<file path="src/rtl/axi_stream_video_gen.sv">
// AXI4-Stream video frame source: emits width x height frames of a selectable test
// pattern, tuser on the first pixel of a frame and tlast on the last pixel of each line.
module axi_stream_video_gen #(
    parameter int C_AXIS_TDATA_WIDTH = 32,
    parameter int H_BLANK            = 0
) (
    input  logic                            clk,
    input  logic                            resetn,
    input  logic                            start,
    input  logic                            continuous,
    input  logic                            stop,
    input  logic [15:0]                     cfg_width,
    input  logic [15:0]                     cfg_height,
    input  logic [1:0]                      cfg_pattern,
    input  logic [31:0]                     cfg_color,
    output logic                            m_axis_tvalid,
    input  logic                            m_axis_tready,
    output logic [C_AXIS_TDATA_WIDTH-1:0]   m_axis_tdata,
    output logic [C_AXIS_TDATA_WIDTH/8-1:0] m_axis_tstrb,
    output logic                            m_axis_tlast,
    output logic                            m_axis_tuser,
    output logic                            busy,
    output logic                            frame_done,
    output logic                            cfg_error,
    output logic [1:0]                      state_dbg
);

    // Handshake: a beat moves on a rising clk edge where tvalid && tready; tvalid comes
    // from state only, and the payload is a function of registered x/y/config, so it
    // holds still for as long as tvalid && !tready.

    typedef enum logic [1:0] {S_IDLE, S_LINE, S_HBLANK, S_FRAME_END} state_t;

    localparam logic [15:0] BLANK_LAST = 16'(H_BLANK > 0 ? H_BLANK - 1 : 0);

    state_t      state, state_next;
    logic [15:0] x_q, y_q, width_q, height_q, blank_cnt;
    logic [1:0]  pattern_q;
    logic [31:0] color_q;
    logic [31:0] pix;
    logic        stop_pend;
    logic        xfer, last_x, last_y, cfg_ok;
    logic        do_latch, err_next;

    assign xfer      = (state == S_LINE) && m_axis_tready;
    assign last_x    = (x_q == width_q - 16'd1);
    assign last_y    = (y_q == height_q - 16'd1);
    assign cfg_ok    = (cfg_width != 16'd0) && (cfg_height != 16'd0);
    assign state_dbg = state;

    always_ff @(posedge clk or negedge resetn) begin
        if (!resetn) state <= S_IDLE;
        else         state <= state_next;
    end

    always_comb begin
        state_next = state;
        do_latch   = 1'b0;
        err_next   = 1'b0;
        unique case (state)
            S_IDLE: begin
                if (start) begin
                    if (cfg_ok) begin
                        do_latch   = 1'b1;
                        state_next = S_LINE;
                    end else begin
                        err_next = 1'b1;
                    end
                end
            end
            S_LINE: begin
                if (xfer && last_x) begin
                    if (last_y)           state_next = S_FRAME_END;
                    else if (H_BLANK > 0) state_next = S_HBLANK;
                end
            end
            S_HBLANK: begin
                if (blank_cnt == BLANK_LAST) state_next = S_LINE;
            end
            S_FRAME_END: begin
                state_next = S_IDLE;
                // A stop arriving in this very cycle also ends the run.
                if (continuous && !stop_pend && !stop) begin
                    if (cfg_ok) begin
                        do_latch   = 1'b1;
                        state_next = S_LINE;
                    end else begin
                        err_next = 1'b1;
                    end
                end
            end
            default: state_next = S_IDLE;
        endcase
    end

    always_ff @(posedge clk or negedge resetn) begin
        if (!resetn) begin
            x_q       <= '0;
            y_q       <= '0;
            width_q   <= '0;
            height_q  <= '0;
            pattern_q <= '0;
            color_q   <= '0;
            blank_cnt <= '0;
            stop_pend <= 1'b0;
            cfg_error <= 1'b0;
        end else begin
            cfg_error <= err_next;
            if (do_latch) begin
                width_q   <= cfg_width;
                height_q  <= cfg_height;
                pattern_q <= cfg_pattern;
                color_q   <= cfg_color;
                x_q       <= '0;
                y_q       <= '0;
            end else if (xfer) begin
                if (last_x) begin
                    x_q <= '0;
                    if (!last_y) y_q <= y_q + 16'd1;
                end else begin
                    x_q <= x_q + 16'd1;
                end
            end
            blank_cnt <= (state == S_HBLANK) ? blank_cnt + 16'd1 : 16'd0;
            if (state_next == S_IDLE)         stop_pend <= 1'b0;
            else if (stop && state != S_IDLE) stop_pend <= 1'b1;
        end
    end

    always_comb begin
        pix = '0;
        unique case (pattern_q)
            2'd0: pix = {y_q, x_q};
            2'd1: pix = color_q;
            2'd2: pix = {16'd0, x_q};
            2'd3: pix = (x_q[3] ^ y_q[3]) ? 32'hFFFF_FFFF : 32'd0;
            default: pix = '0;
        endcase
    end

    always_comb begin
        m_axis_tvalid     = (state == S_LINE);
        m_axis_tdata      = '0;
        if (m_axis_tvalid) m_axis_tdata[31:0] = pix;
        m_axis_tlast      = m_axis_tvalid && last_x;
        m_axis_tuser      = m_axis_tvalid && (x_q == 16'd0) && (y_q == 16'd0);
        busy              = (state != S_IDLE);
        frame_done        = (state == S_FRAME_END);
    end

    assign m_axis_tstrb = '1;

endmodule

</file>
<file path="config.mk">
export PLATFORM = sky130hd
export DESIGN_NAME = axi_stream_video_gen
export DESIGN_NICKNAME = d
export VERILOG_FILES = /design/src/rtl/axi_stream_video_gen.sv
export SDC_FILE = /design/constraint.sdc
export NUM_CORES = 1
export LEC_CHECK = 0
export CAP_MARGIN = 20
export CORE_ASPECT_RATIO = 0.7
export CORE_MARGIN = 2
export CORE_UTILIZATION = 39
export DETAILED_ROUTE_END_ITERATION = 7
export PLACE_DENSITY_LB_ADDON = 0.15
export REMOVE_ABC_BUFFERS = 1
export SLEW_MARGIN = 15
export SYNTH_ARGS = -nofsm -noshare
export SYNTH_HDL_FRONTEND = slang
export SYNTH_SLANG_ARGS = --single-unit
</file>
<file path="constraint.sdc">
create_clock -name clk -period 5.6 [get_ports clk]
set_input_delay 1.68 -clock clk [delete_from_list [all_inputs] [get_ports clk]]
set_output_delay 1.68 -clock clk [all_outputs]
set_load 0.005 [all_outputs]
</file>
## Word-level counts from Yosys, hierarchy flattened

Index checks and enable logic that the tools add are counted.

| storage, ports and cells | value |
|---|---|
| bits in registers | 118 |
| word-level logic and storage cells | 78 |

| operators by class | value |
|---|---|
| equal/unequal tests | 9 |
| $add $sub $neg | 5 |
| bitwise operators | 1 |
| muxes and demuxes | 29 |
| reduce and logical (&&, ||, !) cells | 24 |

Operator list:

| kind | number |
|---|---|
| 2-to-1 mux 16 bit | 8 |
| one-hot mux 32 bit (4 select lines) | 1 |
| 2-to-1 mux 32 bit | 2 |
| adder 16 x 1 -> 16 bit, second input constant | 3 |
| zero test 16 bit | 3 |
| == test 16 bit | 2 |
| nonzero test 16 bit | 2 |
| subtractor 16 x 1 -> 16 bit, second input constant | 2 |
| 2-to-1 mux 1 bit | 10 |
| 2-to-1 mux 2 bit | 5 |
| logical AND 1 bit | 9 |
| == test 2 bit, second input constant | 4 |
| one-hot mux 2 bit (4 select lines) | 1 |
| nonzero test 2 bit | 4 |
| zero test 2 bit | 3 |
| == test 2 x 1 -> 1 bit, second input constant | 2 |
| one-hot mux 1 bit (2 select lines) | 2 |
| AND reduction 3 bit | 1 |
| zero test 1 bit | 2 |
| inequality test 2 x 1 -> 1 bit, second input constant | 1 |
| bitwise XOR 1 bit | 1 |

## Longest topological paths before layout

Gate-level depths: netlist (run 1).

| logic depth | value |
|---|---|
| depth after elaboration | 7 |
| mapped depth | 13 |
| mapped depth without buffers | 10 |

## Worst setup path after synthesis (run 1)

Ideal clock, no wire load.

| timing path | value |
|---|---|
| kind | reg2out |
| start | register width_q[0] |
| end | output port m_axis_tlast |
| arrival | 1.877 ns |
| stages on the path, launching flop included | 9 |
| setup slack | 2.043 ns |
| required time | 3.920 ns |
| path through | dfrtp_1 > inv_1 > ha_1 > nor4b_1 > nand4b_1 > xnor2_1 > nor3_1 > nand4_1 > nor3_1 |

| on the way | value |
|---|---|
| longest elaborated chain between the ends | 3 |

RTL lines:

| element | line | source |
|---|---|---|
| start: declaration | 37 | `logic [15:0] x_q, y_q, width_q, height_q, blank_cnt;` |
| start signal: assignment | 110 | `width_q <= cfg_width;` |
| subtractor 16 x 1 -> 16 bit | 46 | `assign last_x = (x_q == width_q - 16'd1);` |
| == test 16 bit | 46 |  |
| logical AND 1 bit | 145 | `m_axis_tlast = m_axis_tvalid && last_x;` |
| end: declaration | 20 | `output logic m_axis_tlast,` |

No other way between the ends.

## Final worst setup path (run 1)

Same ends and word-level chain as after synthesis.

==> results.json, run 1 <==
{
  "setup_viol": 0,
  "fin_ws_ns": 0.8403,
  "min_period_over_period": 0.8499,
  "slew_viol_final": 0,
  "synth_top_area_frac": 0.4029,
  "fp.dieW_um": 167.9,
  "io_buffer_count": 111,
  "cts_inserted_buffers": 17,
  "path_buf_inv": 2,
  "nets": 1074,
  "worst_pin_slew_ns": 0.8929,
  "yosysTopAreaCell": "dfrtp_1",
  "yosys_warnings": 0,
  "cp_common_cell": "nor3_1",
  "design.core.area_mm2": 0.01821,
  "drive_above_1_share": 0.07186,
  "syn-cell-area_mm2": 0.007330,
  "final_cell_mix": "nand2_1, dfrtp_1, clkdlybuf4s50_1",
  "row_count": 41,
  "initial_core_util": 0.4025,
  "cp-end-kind": "output port",
  "ys_async_sr_fraction": 1.000,
  "hold_class": "reg2reg",
  "instances_no_fill": 1239,
  "synth_ff_type": "dfrtp_1",
  "h-tree-depth": 4,
  "firstDrtPassIters": 5,
  "vdd_ir_drop_max_mv": 0.1867,
  "grt_max_degree": 78,
  "finalHoldWorstSlack_ns": 0.4784,
  "crit_required_ns": 3.92,
  "layout_commonest_cell": "nand2_1",
  "dp_hpwl_um": 15020,
  "power.density_mw_per_mm2": 389.9,
  "clock_skew_ns": 0.009350,
  "ys_seq_area_frac": 0.4029,
  "clk_latency_ns": 0.41,
  "outcome": "complete, no violations",
  "route.detailed.drc": 0,
  "path_max_fanout": 7,
  "hold_violations": 0,
  "worstPathArrival_ns": 3.08,
  "path_class": "reg2out",
  "max_freq_mhz": 210.1,
  "setup_tns_ns": 0,
  "cts_hold_buffers": 0,
  "cap_violations": 0,
  "yosys_register_bits": 118,
  "cts_tree": "yes",
  "slowest_delay_ns": 0.54,
  "cts_buffer_depth": 2,
  "cts_sinks": 118,
  "grt_use_total": 0.2188,
  "stdcell_area_mm2": 0.009290,
  "power_leakage_nw": 4.050,
  "cp-start-kind": "flip-flop",
  "die-area_mm2": 0.01992,
  "die_height_um": 118.7,
  "clk_pin_slew_ns": 0.06,
  "dr.first_iter.drc_count": 495,
  "routed_via_density": 5.382,
  "antenna_found_initial": 2,
  "synth_edf_count": 0,
  "dpl_cell_area_mm2": 0.008618,
  "period_minus_slack_ns": 4.760,
  "clockRootBuffer": "clkbuf_16",
  "worstPathCellList": "inv_1, ha_1, nor4b_1, nand4b_1, xnor2_1, nor3_1, nand4_1, nor3_1, clkdlybuf4s50_1",
  "globalRouteOverflowTotal": 0,
  "grt_pass1_vias": 6230,
  "wl_per_cell_um": 17.03,
  "slew_headroom": 0.4047,
  "drtAntennaViolNets": 0,
  "area_growth_pct": 26.75,
  "synth_area_leaders": "dfrtp_1, nand2_1, xnor2_1, a21oi_1, o21ai_0",
  "synth_cells": 900,
  "crit_family": "simple AND/OR/NAND/NOR gates",
  "dr_total_vias": 6668,
  "slowest_stage": "clkdlybuf4s50_1",
  "syn_avg_cell_area_um2": 8.144,
  "rsz0062_at_grt": "false",
  "wl_um": 21100,
  "pre_cts_ws_ns": 1.115,
  "cts_setup_buffers": 0,
  "pin_count": 116,
  "globalplace.congestion": 0.9008,
  "grt_first_pass_wirelength_um": 34620,
  "dp.cells": 1206,
  "post_cts_resized": 0,
  "synth_cell_type_count": 63
}
## flip-flops by register name (all words and copies together), names as in the netlist
name and count:
color_q 32, pattern_q 2, x_q 16, y_q 16, state_dbg 2, stop_pend 1
cfg_error 1, blank_cnt 16, height_q 16, width_q 16
## final cells by class
class / instances / area [um2]
Clock inverter: 15 / 236.5
Multi-Input combinational cell: 690 / 4020
Sequential cell: 118 / 2953
Tap cell: 236 / 295.3
Clock buffer: 17 / 425.4
Timing Repair Buffer: 123 / 1211
Inverter: 39 / 146.4
Antenna cell: 1 / 2.502
Fill cell: 1793 / 8921
## through the flow
stage               total power, W    util
floorplan                 0.001885       -
global placement          0.002362  0.4732
detailed placement        0.002365  0.4732
CTS                       0.003634  0.5096
global route              0.003836  0.5100
finish                    0.003623  0.5101
## logic make-up after synthesis
logic type | Yosys count | synth area share
xor gates and xnor gates | 67 | 0.08006
adders and majority gates | 13 | 0.02219
other | 1 | 0.0005116
and+or+nand+nor | 423 | 0.2832
muxes | 2 | 0.002731
buffers and inverters | 95 | 0.05258
DFF | 118 | 0.4029
AOI/OAI and AO/OA | 181 | 0.1559
## worst register-to-register path, stage by stage (launching register included)
cell,delay (ns)
dfrtp_1,0.44
inv_1,0.10
ha_1,0.27
nor3b_2,0.61
a21oi_1,0.14
and3b_1,0.27
o211ai_1,0.08
nor4bb_1,0.71
a2111o_1,0.86
o21ai_0,0.23
a21oi_1,0.16
## cells in the mapped netlist (all sizes together) (6+ instances only)
cell type,instances
clkbuf,46
nor4,24
a2bb2oi,6
and3,13
nor2b,20
and2,21
or3,12
inv,38
ha,13
nor3,16
buf,10
a21oi,65
o21ai,51
or4,7
nor2,37
nand4,18
xnor2,54
o221a,15
nand2,196
o211ai,6
dfrtp,118
nand3,38
o31ai,6
xor2,13
## routing by layer
layer | up-vias | track usage | wire length (um)
li1 | 3304 | - | -
met4 | 0 | 0.05109 | 271
met3 | 18 | 0.05291 | 1594
met2 | 229 | 0.2725 | 7835
met5 | - | 0 | 0
met1 | 3117 | 0.3639 | 11400
## path summary, 6_finish.rpt
path                                      to  cells past startpoint        start  slack, ns
worst min-delay path             color_q[14]                      2  color_q[14]       0.48
worst min register to register   color_q[14]                      2  color_q[14]       0.48
min in group asynchronous        color_q[23]                      1       resetn       1.29
worst max-delay path            m_axis_tlast                      9   width_q[0]       0.84
worst max register to register        y_q[3]                     10  height_q[0]       1.66
max in group asynchronous          stop_pend                      2       resetn       3.36
## power by group
group | internal (W) | switching (W) | total, W
registers | 0.00101 | 0.000227 | 0.00124
logic | 0.000593 | 0.000543 | 0.00114
clock network | 0.000803 | 0.000448 | 0.00125
Power figures use the tool's default switching activity.
==> run 2: changes to the inputs <==
==> constraint.sdc (replaced) <==
create_clock -name clk -period 4.8 [get_ports clk]
set_input_delay 1.44 -clock clk [delete_from_list [all_inputs] [get_ports clk]]
set_output_delay 1.44 -clock clk [all_outputs]
set_load 0.005 [all_outputs]
==> run 2 against run 1 <==
Net effect:
- final cell count increased by 0.48%
- register-to-register slack worse by 0.19 ns
- sequential power up 17%
- design area hardly changed
- die area unchanged
- highest routed layer unchanged
- largest cell class unchanged
- wire length up 1.0%
- critical path depth did not move
- combinational power increased by 17%
- worst setup slack lost 0.53 ns
==> results.json, run 2 (synthesized netlist as in run 1, its figures left out) <==
{
  "clockRootBuffer": "clkbuf_16",
  "power_leakage_nw": 4.060,
  "clock_skew_ns": 0.01087,
  "cts_tree": "yes",
  "rsz0062_at_grt": "false",
  "layout_commonest_cell": "nand2_1",
  "largest_reg_flops": 32,
  "h-tree-depth": 4,
  "wl_per_cell_um": 17.13,
  "clk_latency_ns": 0.42,
  "outcome": "complete, no violations",
  "fin_ws_ns": 0.3100,
  "globalRouteOverflowTotal": 0,
  "grt_max_degree": 71,
  "slew_headroom": 0.3746,
  "cp-start-kind": "flip-flop",
  "area_growth_pct": 26.87,
  "min_from": "color_q[10]",
  "antenna_found_initial": 1,
  "drtAntennaViolNets": 0,
  "dr_total_vias": 6661,
  "worstPathArrival_ns": 3.05,
  "clk_pin_slew_ns": 0.06,
  "reg2reg_depth": 12,
  "routed_via_density": 5.350,
  "power.density_mw_per_mm2": 446.2,
  "nets": 1080,
  "row_count": 41,
  "route.detailed.drc": 0,
  "hold-path-endpoint": "color_q[10]",
  "cts_inserted_buffers": 17,
  "min_period_over_period": 0.9354,
  "firstDrtPassIters": 5,
  "cts_hold_buffers": 0,
  "fp.dieW_um": 167.9,
  "die_height_um": 118.7,
  "grt_first_pass_wirelength_um": 35060,
  "grt_pass1_vias": 6316,
  "wl_um": 21320,
  "cts_sinks": 118,
  "cap_violations": 0,
  "hold_depth": 2,
  "r2r-start": "height_q[0]",
  "hold_class": "reg2reg",
  "max_freq_mhz": 222.7,
  "path_max_fanout": 7,
  "worst_pin_slew_ns": 0.9381,
  "dr.first_iter.drc_count": 603,
  "slew_viol_final": 0,
  "regMostFlops": "color_q",
  "vdd_ir_drop_max_mv": 0.1973,
  "pre_cts_ws_ns": 0.6786,
  "drive_above_1_share": 0.07242,
  "worstSetupStartpoint": "width_q[0]",
  "final_cell_mix": "nand2_1, dfrtp_1, clkdlybuf4s50_1",
  "design.core.area_mm2": 0.01821,
  "path_class": "reg2out",
  "grt_use_total": 0.2226,
  "period_minus_slack_ns": 4.490,
  "io_buffer_count": 111,
  "setup_viol": 0,
  "hold_violations": 0,
  "initial_core_util": 0.4025,
  "r2r_end": "y_q[1]",
  "setup_tns_ns": 0,
  "cp-end-kind": "output port",
  "cts_buffer_depth": 2,
  "pin_count": 116,
  "crit_required_ns": 3.36,
  "globalplace.congestion": 0.8997,
  "dp_hpwl_um": 15190,
  "reg2reg_slack_ns": 1.47,
  "die-area_mm2": 0.01992
}
## run 2: changes by cell type in the layout (fill, tap and decap cells not counted), sizes merged
cell / before / now
clkbuf: 17 / 24
inv: 46 / 38
clkinvlp: 1 / 2
buf: 13 / 19
bufinv: 5 / 4
clkinv: 2 / 3
## run 2: cell type report
cell class / count / area (um2)
Fill cell: 1732 / 8912
Multi-Input combinational cell: 690 / 4019
Sequential cell: 118 / 2953
Timing Repair Buffer: 129 / 1256
Clock buffer: 24 / 481.7
Tap cell: 236 / 295.3
Inverter: 39 / 146.4
Clock inverter: 8 / 145.1
Antenna cell: 1 / 2.502
## run 2: where the power goes
part | internal [W] | leakage, nW | switching (W)
clock | 0.000908 | 0.300 | 0.000463
combinational | 0.000697 | 2.25 | 0.000628
sequential | 0.00118 | 1.51 | 0.000275
total | 0.00278 | 4.06 | 0.00137
## run 2: layer usage
layer / global-route usage / wire, um / vias up
met4: 0.05380 / 192 / 0
li1: - / - / 3301
met3: 0.05191 / 1538 / 19
met2: 0.2846 / 8120 / 202
met5: 0 / 0 / -
met1: 0.3640 / 11470 / 3139
## run 2: how the worst max path moves through the flow
stage	end	slack, ns	cells after the start
floorplan	x_q[10]	0.1	6
global placement	y_q[11]	0.66	9
detailed placement	m_axis_tlast	0.68	9
CTS	m_axis_tlast	0.21	9
global route	m_axis_tlast	0.05	9
finish	m_axis_tlast	0.31	9
## run 2: what timing repair did
action | 4_1_cts | 5_1_grt
buffers inserted | 0 | 0
resized for setup | 0 | 1
endpoints found under the setup margin | 0 | 1
## run 2: through the flow
| step | total power, W | std cells | area [um2] | utilization | hold slack (ns) |
|---|---|---|---|---|---|
| after floorplan | 0.002199 | 847 | 7102 | - | 0.4460 |
| after global placement | 0.002762 | 1212 | 8663 | 0.4757 | 0.4588 |
| after detailed placement | 0.002770 | 1212 | 8663 | 0.4757 | 0.4632 |
| after CTS | 0.004161 | 1244 | 9290 | 0.5101 | 0.4785 |
| after global routing | 0.004406 | 1244 | 9296 | 0.5105 | 0.4919 |
| final | 0.004149 | 1245 | 9299 | 0.5106 | 0.4798 |
## run 2: worst max-delay path, cell delays in order (launching register included)
cell             delay [ns]
dfrtp_1                0.44
inv_1                  0.10
ha_1                   0.31
nor4b_2                0.33
nand4b_1               0.15
xnor2_1                0.17
nor3_1                 0.21
nand4_1                0.16
nor3_1                 0.20
clkdlybuf4s50_1        0.55
==> run 3: changes to the inputs <==
--- a/config.mk
+++ b/config.mk
@@ -8,11 +8,11 @@
 export CAP_MARGIN = 20
 export CORE_ASPECT_RATIO = 0.7
 export CORE_MARGIN = 2
-export CORE_UTILIZATION = 39
+export CORE_UTILIZATION = 40
 export DETAILED_ROUTE_END_ITERATION = 7
 export PLACE_DENSITY_LB_ADDON = 0.15
 export REMOVE_ABC_BUFFERS = 1
-export SLEW_MARGIN = 15
+export SLEW_MARGIN = 20
 export SYNTH_ARGS = -nofsm -noshare
 export SYNTH_HDL_FRONTEND = slang
 export SYNTH_SLANG_ARGS = --single-unit
==> run 3 against run 2 <==
Net effect:
- final cell count down 0.32%
- worst setup slack improved by 0.0050 ns
- combinational power barely moved
- clock power about the same
- utilization grew 0.37 points
- hold slack improved by 0.0016 ns
- via count rose by 0.96%
- sequential power about the same
- count of clock-buffer cells in the layout stayed put
- design area decreased by 0.40%
==> results.json, run 3 (synthesized netlist as in run 1, its figures left out) <==
{
  "path_max_fanout": 7,
  "route.detailed.drc": 0,
  "globalplace.congestion": 0.9169,
  "hold_class": "reg2reg",
  "r2r_end": "y_q[1]",
  "reg2reg_depth": 12,
  "drive_above_1_share": 0.07164,
  "final_cell_mix": "nand2_1, dfrtp_1, clkdlybuf4s50_1",
  "vdd_ir_drop_max_mv": 0.2168,
  "instances_no_fill": 1241,
  "internal_power_w": 0.002760,
  "largest_reg_flops": 32,
  "worstPathCellList": "inv_1, ha_1, nor4b_2, nand4b_1, xnor2_1, nor3_1, nand4_1, nor3_1, clkdlybuf4s50_1",
  "dp_hpwl_um": 14880,
  "worstPathArrival_ns": 3.04,
  "dp.cells": 1210,
  "routed_via_density": 5.419,
  "globalRouteOverflowTotal": 0,
  "hold_violations": 0,
  "wl_per_cell_um": 16.91,
  "min_from": "color_q[1]",
  "dr.first_iter.drc_count": 529,
  "worstSetupPathDepth": 9,
  "h-tree-depth": 4,
  "row_count": 41,
  "period_minus_slack_ns": 4.485,
  "cp_common_cell": "nor3_1",
  "pin_count": 116,
  "clockRootBuffer": "clkbuf_16",
  "crit_required_ns": 3.36,
  "switchingPower_w": 0.001357,
  "dr_total_vias": 6725,
  "slowest_stage": "clkdlybuf4s50_1",
  "cts_buffer_depth": 2,
  "area_growth_pct": 26.36,
  "hold-path-endpoint": "color_q[1]",
  "path_class": "reg2out",
  "power_switching_share": 0.3297,
  "clock_skew_ns": 0.006944,
  "post_cts_resized": 0,
  "fillers": 1728,
  "dpl_cell_area_mm2": 0.008636,
  "cts_sinks": 118,
  "seqPwrFrac": 0.351,
  "regMostFlops": "color_q",
  "crit_family": "simple AND/OR/NAND/NOR gates",
  "clk_pin_slew_ns": 0.05,
  "clk_latency_ns": 0.43,
  "setup_viol": 0,
  "slowest_delay_ns": 0.54,
  "die_height_um": 117.3,
  "reg2reg_slack_ns": 1.45,
  "initial_core_util": 0.4071,
  "p_comb_frac": 0.322,
  "die-area_mm2": 0.01944,
  "max_freq_mhz": 223.0,
  "slew_headroom": 0.4725,
  "cts_hold_buffers": 0,
  "slew_viol_final": 0,
  "r2r-start": "height_q[0]",
  "cap_violations": 0,
  "cp-start-kind": "flip-flop",
  "min_period_over_period": 0.9344,
  "cts_setup_buffers": 0,
  "path_buf_inv": 2,
  "power.share.clock": 0.328,
  "power_leakage_nw": 4.055,
  "cts_tree": "yes",
  "insertedDiodeCount": 0,
  "layout_commonest_cell": "nand2_1",
  "cp-end-kind": "output port",
  "rsz0062_at_grt": "false",
  "drtAntennaViolNets": 0,
  "io_buffer_count": 111,
  "outcome": "complete, no violations",
  "fp.dieW_um": 165.8,
  "grt_first_pass_wirelength_um": 34670,
  "worst_pin_slew_ns": 0.7913,
  "wl_um": 20990,
  "hold_depth": 2,
  "cts_inserted_buffers": 17,
  "firstDrtPassIters": 5,
  "grt_max_degree": 59,
  "design.core.area_mm2": 0.01801,
  "grt_pass1_vias": 6336,
  "power.density_mw_per_mm2": 444.5,
  "stdcell_area_mm2": 0.009261,
  "antenna_found_initial": 0,
  "final_util": 0.5143,
  "grt_use_total": 0.2266,
  "setup_tns_ns": 0,
  "nets": 1078
}
==> run 3: cell types whose count changed in the layout (fill, tap and decap cells not counted) <==
cell	delta
bufinv_16	-1
diode_2	-1
buf_4	-1
clkbuf_8	+2
clkinv_4	+2
clkinvlp_4	-2
buf_12	-1
clkbuf_1	-2
==> run 3: area by class of cell <==
cell class / instances / area [um2] / area share
clock buffer: 24 / 501.7 / 0.05417
clock inverter: 7 / 117.6 / 0.01270
inverter: 39 / 146.4 / 0.01581
multi-input combinational: 690 / 4019 / 0.4339
sequential: 118 / 2953 / 0.3188
tap: 236 / 295.3 / 0.03188
timing repair buffer: 127 / 1229 / 0.1327
==> run 3: through the flow <==
step                setup WS, ns  power, W  hold slack, ns
floorplan                0.09528  0.002199          0.4460
global placement          0.4498  0.002757          0.4642
detailed placement        0.3157  0.002767          0.4678
CTS                      0.09625  0.004130          0.4831
global route             0.06588  0.004379          0.5133
finish                    0.3150  0.004117          0.4814
==> run 3: worst register-to-register path, cell delays in order, from the launching register on <==
cell and delay [ns]:
dfrtp_1 0.44, inv_1 0.09, ha_1 0.28, nor3b_1 0.17, buf_4 0.19, or3_1 0.31
a31oi_1 0.23, o22ai_1 0.10, nor4bb_1 0.63, a2111o_1 0.25, buf_4 0.28, mux2i_1 0.23
nor2_1 0.05
==> run 3: per-layer routing <==
metal | global-route usage | part of all wire
met2 | 0.3032 | 0.38
met5 | 0 | 0
met1 | 0.3566 | 0.54
met4 | 0.06783 | 0.014
met3 | 0.05145 | 0.069
==> run 3: how the worst max path moves through the flow <==
| stage | startpoint | endpoint | slack [ns] |
|---|---|---|---|
| 2_1_floorplan | stop | x_q[10] | 0.1 |
| 3_3_place_gp | cfg_height[10] | x_q[13] | 0.45 |
| 3_5_place_dp | cfg_height[10] | x_q[10] | 0.32 |
| 4_1_cts | width_q[0] | m_axis_tlast | 0.1 |
| 5_1_grt | width_q[0] | m_axis_tlast | 0.07 |
| 6_report | width_q[0] | m_axis_tlast | 0.32 |
==> run 3: power by group through the flow <==
stage | combinational [W] | clock, W | sequential, W
6_report | 0.00133 | 0.00135 | 0.00144
5_1_grt | 0.00149 | 0.00141 | 0.00148
4_1_cts | 0.00133 | 0.00136 | 0.00144
3_5_place_dp | 0.00132 | 0 | 0.00145
3_3_place_gp | 0.00131 | 0 | 0.00145
2_1_floorplan | 0.000825 | 0 | 0.00137
